`src/rtl/count_term_monitor_pkg.sv`:
```
// Shared types and helpers for the terminal-count monitor: error codes,
// monitor states and the violation popcount used by the error counter.
package count_term_monitor_pkg;

   typedef enum logic [1:0] {
      NONE       = 2'd0,
      MISSING_T  = 2'd1,
      SPURIOUS_T = 2'd2,
      BAD_STEP   = 2'd3
   } err_code_e;

   typedef enum logic [1:0] {
      IDLE   = 2'd0,
      ARMING = 2'd1,
      ACTIVE = 2'd2
   } mon_state_e;

   // Upper bound on channels the popcount helper accepts.
   localparam int MAX_CHANNELS = 64;
   localparam int POP_W        = 7;

   function automatic logic [POP_W-1:0] popcount(input logic [MAX_CHANNELS-1:0] v);
      logic [POP_W-1:0] n;
      n = '0;
      for (int i = 0; i < MAX_CHANNELS; i++) begin
         n = n + POP_W'(v[i]);
      end
      return n;
   endfunction

endpackage

```
`src/rtl/count_term_chk.sv`:
```
// One-channel rule checker: terminal-flag consistency and +1 step, with the
// previous-sample register that the step rule needs.
module count_term_chk
   import count_term_monitor_pkg::*;
#(
   parameter int WIDTH      = 4,
   parameter int TERMINAL   = 2**WIDTH-1,
   parameter int CHECK_STEP = 1
) (
   input  logic             clk,
   input  logic             rst_n,
   input  logic             sample,
   input  logic             flush,
   input  logic [WIDTH-1:0] count,
   input  logic             t,
   output logic             viol,
   output err_code_e        code
);

   logic [WIDTH-1:0] prev;
   logic             prev_valid;
   logic             at_term;

   assign at_term = (count == WIDTH'(TERMINAL));

   // Flag rules outrank the step rule when both hold on one sample.
   always_comb begin
      code = NONE;
      if (sample) begin
         if (at_term && !t) begin
            code = MISSING_T;
         end else if (!at_term && t) begin
            code = SPURIOUS_T;
         end else if ((CHECK_STEP != 0) && prev_valid && (count != prev + WIDTH'(1))) begin
            code = BAD_STEP;
         end
      end
   end

   assign viol = (code != NONE);

   always_ff @(posedge clk or negedge rst_n) begin
      if (!rst_n) begin
         prev       <= '0;
         prev_valid <= 1'b0;
      end else if (flush) begin
         prev_valid <= 1'b0;
      end else if (sample) begin
         prev       <= count;
         prev_valid <= 1'b1;
      end
   end

endmodule

```
`src/rtl/count_term_monitor.sv`:
```
// Multi-channel run-time monitor for free-running counters with a terminal
// flag: arming FSM, timestamp, saturating error count and first-failure record.
module count_term_monitor
   import count_term_monitor_pkg::*;
#(
   parameter int WIDTH      = 4,
   parameter int CHANNELS   = 2,
   parameter int TERMINAL   = 2**WIDTH-1,
   parameter int ARM_CYCLES = 2,
   parameter int CHECK_STEP = 1,
   parameter int ERR_CNT_W  = 8,
   parameter int TS_W       = 16,
   localparam int CHAN_W    = (CHANNELS > 1) ? $clog2(CHANNELS) : 1
) (
   input  logic                      clk,
   input  logic                      rst_n,
   input  logic                      en,
   input  logic                      clr,
   input  logic [CHANNELS*WIDTH-1:0] count,
   input  logic [CHANNELS-1:0]       t,
   output logic                      armed,
   output logic [CHANNELS-1:0]       err_pulse,
   output logic [CHANNELS-1:0]       err_sticky,
   output logic [ERR_CNT_W-1:0]      err_count,
   output logic                      first_valid,
   output logic [CHAN_W-1:0]         first_chan,
   output logic [1:0]                first_code,
   output logic [TS_W-1:0]           first_ts
);

   localparam int ARM_W = (ARM_CYCLES > 1) ? $clog2(ARM_CYCLES) : 1;
   localparam int SUM_W = ERR_CNT_W + POP_W;
   localparam logic [ERR_CNT_W-1:0] CNT_MAX = {ERR_CNT_W{1'b1}};

   mon_state_e         state_q, state_d;
   logic [ARM_W-1:0]   arm_cnt_q, arm_cnt_d;
   logic [TS_W-1:0]    ts_q;
   logic               sample;

   logic [CHANNELS-1:0] viol;
   err_code_e           chk_code [CHANNELS];

   logic [CHAN_W-1:0]    hit_chan;
   err_code_e            hit_code;
   logic [CHANNELS-1:0]  sticky_d;
   logic [ERR_CNT_W-1:0] cnt_base, cnt_d;
   logic [SUM_W-1:0]     cnt_sum;
   logic                 first_valid_d;
   logic [CHAN_W-1:0]    first_chan_d;
   logic [1:0]           first_code_d;
   logic [TS_W-1:0]      first_ts_d;

   assign sample = en && (state_q == ACTIVE);

   // ---------------- arming FSM ----------------
   // NOTE: every always_comb output gets a default before any branch, so no
   // path leaves a signal unassigned and no latch is inferred.
   always_comb begin
      state_d   = state_q;
      arm_cnt_d = arm_cnt_q;
      if (!en) begin
         state_d   = IDLE;
         arm_cnt_d = '0;
      end else begin
         unique case (state_q)
            IDLE: begin
               state_d   = (ARM_CYCLES == 0) ? ACTIVE : ARMING;
               arm_cnt_d = '0;
            end
            ARMING: begin
               if (arm_cnt_q == ARM_W'(ARM_CYCLES - 1)) begin
                  state_d   = ACTIVE;
                  arm_cnt_d = '0;
               end else begin
                  arm_cnt_d = arm_cnt_q + ARM_W'(1);
               end
            end
            ACTIVE:  state_d = ACTIVE;
            default: state_d = IDLE;
         endcase
      end
   end

   // ---------------- per-channel checkers ----------------
   for (genvar g = 0; g < CHANNELS; g++) begin : g_chk
      count_term_chk #(
         .WIDTH      (WIDTH),
         .TERMINAL   (TERMINAL),
         .CHECK_STEP (CHECK_STEP)
      ) u_chk (
         .clk    (clk),
         .rst_n  (rst_n),
         .sample (sample),
         .flush  (~en),
         .count  (count[g*WIDTH +: WIDTH]),
         .t      (t[g]),
         .viol   (viol[g]),
         .code   (chk_code[g])
      );
   end

   // Lowest-index violating channel wins: scan downward so it is written last.
   always_comb begin
      hit_chan = '0;
      hit_code = NONE;
      for (int i = CHANNELS - 1; i >= 0; i--) begin
         if (viol[i]) begin
            hit_chan = CHAN_W'(i);
            hit_code = chk_code[i];
         end
      end
   end

   // Clear is applied first, then this cycle's violations land on top of it.
   always_comb begin
      sticky_d      = (clr ? '0 : err_sticky) | viol;
      cnt_base      = clr ? '0 : err_count;
      cnt_sum       = SUM_W'(cnt_base) + SUM_W'(popcount(MAX_CHANNELS'(viol)));
      cnt_d         = (cnt_sum > SUM_W'(CNT_MAX)) ? CNT_MAX : ERR_CNT_W'(cnt_sum);
      first_valid_d = clr ? 1'b0 : first_valid;
      first_chan_d  = clr ? '0   : first_chan;
      first_code_d  = clr ? 2'd0 : first_code;
      first_ts_d    = clr ? '0   : first_ts;
      if (!first_valid_d && (|viol)) begin
         first_valid_d = 1'b1;
         first_chan_d  = hit_chan;
         first_code_d  = hit_code;
         first_ts_d    = ts_q;
      end
   end

   // NOTE: state registers use non-blocking assignments so every flop samples
   // the pre-edge values regardless of statement order.
   always_ff @(posedge clk or negedge rst_n) begin
      if (!rst_n) begin
         state_q     <= IDLE;
         arm_cnt_q   <= '0;
         ts_q        <= '0;
         armed       <= 1'b0;
         err_pulse   <= '0;
         err_sticky  <= '0;
         err_count   <= '0;
         first_valid <= 1'b0;
         first_chan  <= '0;
         first_code  <= 2'd0;
         first_ts    <= '0;
      end else begin
         state_q     <= state_d;
         arm_cnt_q   <= arm_cnt_d;
         ts_q        <= ts_q + TS_W'(1);
         armed       <= (state_d == ACTIVE);
         err_pulse   <= viol;
         err_sticky  <= sticky_d;
         err_count   <= cnt_d;
         first_valid <= first_valid_d;
         first_chan  <= first_chan_d;
         first_code  <= first_code_d;
         first_ts    <= first_ts_d;
      end
   end

endmodule

```
`config.mk`:
```
export PLATFORM = sky130hd
export DESIGN_NAME = count_term_monitor
export DESIGN_NICKNAME = d
export VERILOG_FILES = /design/src/rtl/count_term_monitor_pkg.sv /design/src/rtl/count_term_chk.sv /design/src/rtl/count_term_monitor.sv
export SDC_FILE = /design/constraint.sdc
export NUM_CORES = 1
export LEC_CHECK = 0
export ABC_AREA = 1
export CAP_MARGIN = 25
export CORE_AREA = 2 2 79 81
export DETAILED_ROUTE_END_ITERATION = 7
export DIE_AREA = 0 0 81 83
export GPL_ROUTABILITY_DRIVEN = 0
export PLACE_DENSITY = 0.79
export REMOVE_ABC_BUFFERS = 1
export SKIP_CTS_REPAIR_TIMING = 1
export SYNTH_ARGS = -nofsm -noshare
export SYNTH_HDL_FRONTEND = slang
export SYNTH_HIERARCHICAL = 1
export SYNTH_SLANG_ARGS = --single-unit
```
`constraint.sdc`:
```
create_clock -name clk -period 4.9 [get_ports clk]
set_input_delay 0.49 -clock clk [delete_from_list [all_inputs] [get_ports clk]]
set_output_delay 0.49 -clock clk [all_outputs]
set_load 0.05 [all_outputs]
```
==> impl_results.rst <==
.. list-table::
   :header-rows: 1

   * - Metric
     - Value
   * - Multi-input logic area
     - between 0.001 and 0.0015 sq mm
   * - DIE HEIGHT
     - 83 microns
   * - First-pass GRT wire length
     - about 11 mm
   * - Relative slew margins
     - 49.7%
   * - Leakage
     - between 1.5 and 2 nW
   * - TritonCTS sink count
     - between 60 and 70
   * - Kind of critical path
     - flip-flop to flip-flop
   * - Power density over the cells
     - 295 mW/mm^2
   * - Layout cells sized above 1
     - under 10%
   * - Worst-path clk slew
     - 70 ps
   * - Via count of the routed design
     - 2579
   * - Final Util
     - 65.4%
   * - Setup TNS Final
     - 0 ps
   * - DP Worst Slack
     - 1860 ps
   * - H-tree depth
     - 3
   * - R2R Path End
     - err_count[3]
   * - Cell at the root of the clock tree
     - clkbuf_8
   * - Flip-flop cell with the highest count after synthesis
     - dfrtp_1
   * - Count of state elements after synthesis
     - 62
   * - Clock latency on the worst-skew pair
     - 340 ps
   * - Part of the power in combinational logic
     - between 10 and 15%
   * - Class of the tightest hold or removal check
     - input port to asynchronous set/reset pin
   * - Hold violation count in the final report
     - 0
   * - Most frequent cells in the layout
     - nand2_1 (115), dfrtp_1 (62), inv_1 (57), clkdlybuf4s50_1 (45), nand3_1 (43)
   * - Number of max-cap violations
     - 0
   * - Net switching power of the design
     - roughly 0.32 mW
   * - Count of cell types in the netlist
     - 31
   * - Final Instance Area
     - 0.00380 sq mm
   * - Initial antenna violation count
     - 0
   * - Num rows
     - 28
   * - WP data arrival
     - about 3000 ps
   * - Post-DP HPWL
     - around 4.4 mm
   * - Clock tree from TritonCTS
     - yes
   * - Maximum number of pins on one net before global-route repair
     - between 60 and 70
   * - CP Capture Type
     - flip-flop
   * - Largest clock skew in the final design
     - 5.97 ps
   * - Status
     - finished, final reports clean
   * - Vias per cell
     - 4.99
   * - Final number of setup-violating endpoints
     - 0
   * - Number of cells produced by synthesis
     - 386
   * - Number of synthesis warnings
     - 6
   * - Number of max-slew violations in the final report
     - 0
   * - DRC errors left
     - 0
   * - Clock group share of total power
     - 35.3%
   * - Number of buffers created by CTS
     - 9
   * - Die area
     - 0.00672 sq mm
   * - Total Nets Final
     - roughly 460
   * - Total core area
     - 0.00582 sq mm
   * - Longest Clk Path Bufs
     - 2
   * - Worst Reg-to-Reg Cells
     - 15
   * - Antenna-violating nets left
     - 0
   * - Portion of the post-synthesis area used by sequential elements
     - 49.5%
   * - Antenna cell count
     - 0
   * - Die span in x
     - between 80 and 90 microns
   * - Number of enable flip-flop cells after synthesis
     - 0
   * - Sum of overflow across all layers after global routing
     - 0
   * - Unrepaired setup endpoints after global routing
     - no
   * - Count of input and output buffers
     - 46
   * - Most common cell after layout, fill and taps aside
     - nand2_1
   * - Highest clock rate
     - 359 MHz
   * - Mapped cell area
     - ~0.0031 sq mm
   * - Final worst setup slack
     - 2110 ps
   * - Post-Place Cell Area
     - 0.00363 sq mm
   * - Critical path peak fanout
     - 8
   * - Worst R2R Start
     - g_chk[1].u_chk/prev[0]
   * - Top-level port count
     - 47
   * - Synthesized area divided by synthesized cell count
     - 8.11 sq um
   * - Share of synthesized registers carrying an async set or reset
     - 100%
   * - Minimum period implied by the final worst setup slack
     - 2790 ps
   * - Worst IR Drop VDD
     - 0.183 mV
   * - Initial detailed-routing violation count
     - 91
   * - Crit path required time
     - 5120 ps
   * - Final period utilization
     - 56.9%
   * - # fillers
     - 494
   * - Drt wl/cell
     - 12.0 microns
   * - Slew @ Worst Pin
     - 754 ps
   * - Startpoint Class
     - flip-flop
   * - Initial DRT Pass Iterations
     - 4
   * - Cell-internal power
     - 0.800 mW
   * - Switching Fraction
     - approximately 29%
   * - Total GRT Usage
     - 20.3%
   * - Worst hold slack
     - 295 ps
   * - Sequential share of power
     - 50.4%
   * - Layout-stage area growth over the synthesis result
     - 21.4%
   * - Via count of the first global-routing pass
     - ~2500
   * - Effective utilization at floorplan
     - about 54%
   * - Routed wire length
     - approximately 6.2 mm
   * - Worst-case register-to-register setup slack
     - 2110 ps
   * - Storage cell area
     - 0.00155 sq mm
power by group through the flow:
| stage | Clock, mW | Combinational, mW | Sequential [mW] |
|---|---|---|---|
| after global placement | 0 | 0.154 | 0.571 |
| after detailed placement | 0 | 0.161 | 0.575 |
| after CTS | 0.405 | 0.163 | 0.565 |
| after floorplan | 0 | 0.0962 | 0.583 |
| after global routing | 0.428 | 0.183 | 0.569 |
| final | 0.396 | 0.160 | 0.565 |
per-stage QoR:
step | instances | power, mW
6_report | 517 | 1.12
5_1_grt | 517 | 1.18
3_5_place_dp | 501 | 0.736
2_1_floorplan | 378 | 0.679
3_3_place_gp | 501 | 0.726
4_1_cts | 517 | 1.13
worst max path at each step:
| stage | depth (start not counted) | slack (ps) | endpoint | startpoint |
|---|---|---|---|---|
| after floorplan | 15 | 2380 | err_count[2] | g_chk[0].u_chk/prev[0] |
| after global placement | 15 | 1960 | err_count[2] | count[1] |
| after detailed placement | 18 | 1860 | err_count[3] | count[3] |
| after CTS | 15 | 2110 | err_count[2] | g_chk[1].u_chk/prev[0] |
| after global routing | 15 | 1870 | err_count[3] | g_chk[0].u_chk/prev[0] |
| final | 15 | 2110 | err_count[3] | g_chk[1].u_chk/prev[0] |
critical path: stages, from the launching register on:
cell and delay [ps]:
dfrtp_1 430, ha_1 330, xnor2_1 160, nand2_1 70, nor2_1 120, nand2_1 60, nand2_1 70, nand2_1 50
nand2_1 70, nand2_1 170, fa_1 460, ha_1 240, nand3_4 120, nor2_4 50, nand2_2 140, o21ai_0 110
synthesized netlist by cell type (4+ instances only):
cell | count | share of area, %
nor2_1 | 24 | 2.9
a21oi_1 | 6 | 0.96
inv_2 | 5 | 0.60
nand4_1 | 7 | 1.4
nand2_1 | 115 | 14
xor2_1 | 9 | 2.5
dfrtp_1 | 62 | 50
o21ai_0 | 12 | 1.9
inv_1 | 57 | 6.8
o21ai_1 | 9 | 1.4
ha_1 | 4 | 1.6
nand3_1 | 43 | 6.9
buf_6 | 4 | 1.4
kinds of logic (layout without fill, tap and decap cells):
family	after synthesis	after routing	share of synthesized area, %
flip-flops	62	62	49.5
buffers and inverters	70	126	9.67
XOR/XNOR	11	11	3.08
AND/OR/NAND/NOR	204	204	29.0
adder cells (fa/ha/maj)	5	5	2.24
multiplexers	2	2	0.959
AO/OA/AOI/OAI	32	32	5.55
state kept, by name (all words and copies together), names as in the netlist:
name                    count
first_chan                  1
state_q                     2
g_chk.u_chk/prev            8
err_pulse                   2
ts_q                       16
armed                       1
arm_cnt_q                   1
err_sticky                  2
err_count                   8
first_valid                 1
g_chk.u_chk/prev_valid      2
first_code                  2
first_ts                   16
final cells by class:
type	instances	share of cell area [%]
Clock buffer	10	3.62
Clock inverter	6	0.987
Inverter	62	6.12
Multi-Input combinational cell	254	33.6
Sequential cell	62	40.8
Tap cell	75	2.47
Timing Repair Buffer	48	12.4
routing by layer:
metal,GRT usage [%],up-vias,wire [microns]
li1,-,1312,-
met1,25.9,1199,2850
met2,32.0,57,2940
met3,4.02,11,254
met4,11.4,0,141
met5,0,-,0
No activity file was read; power rests on OpenSTA's default activity.
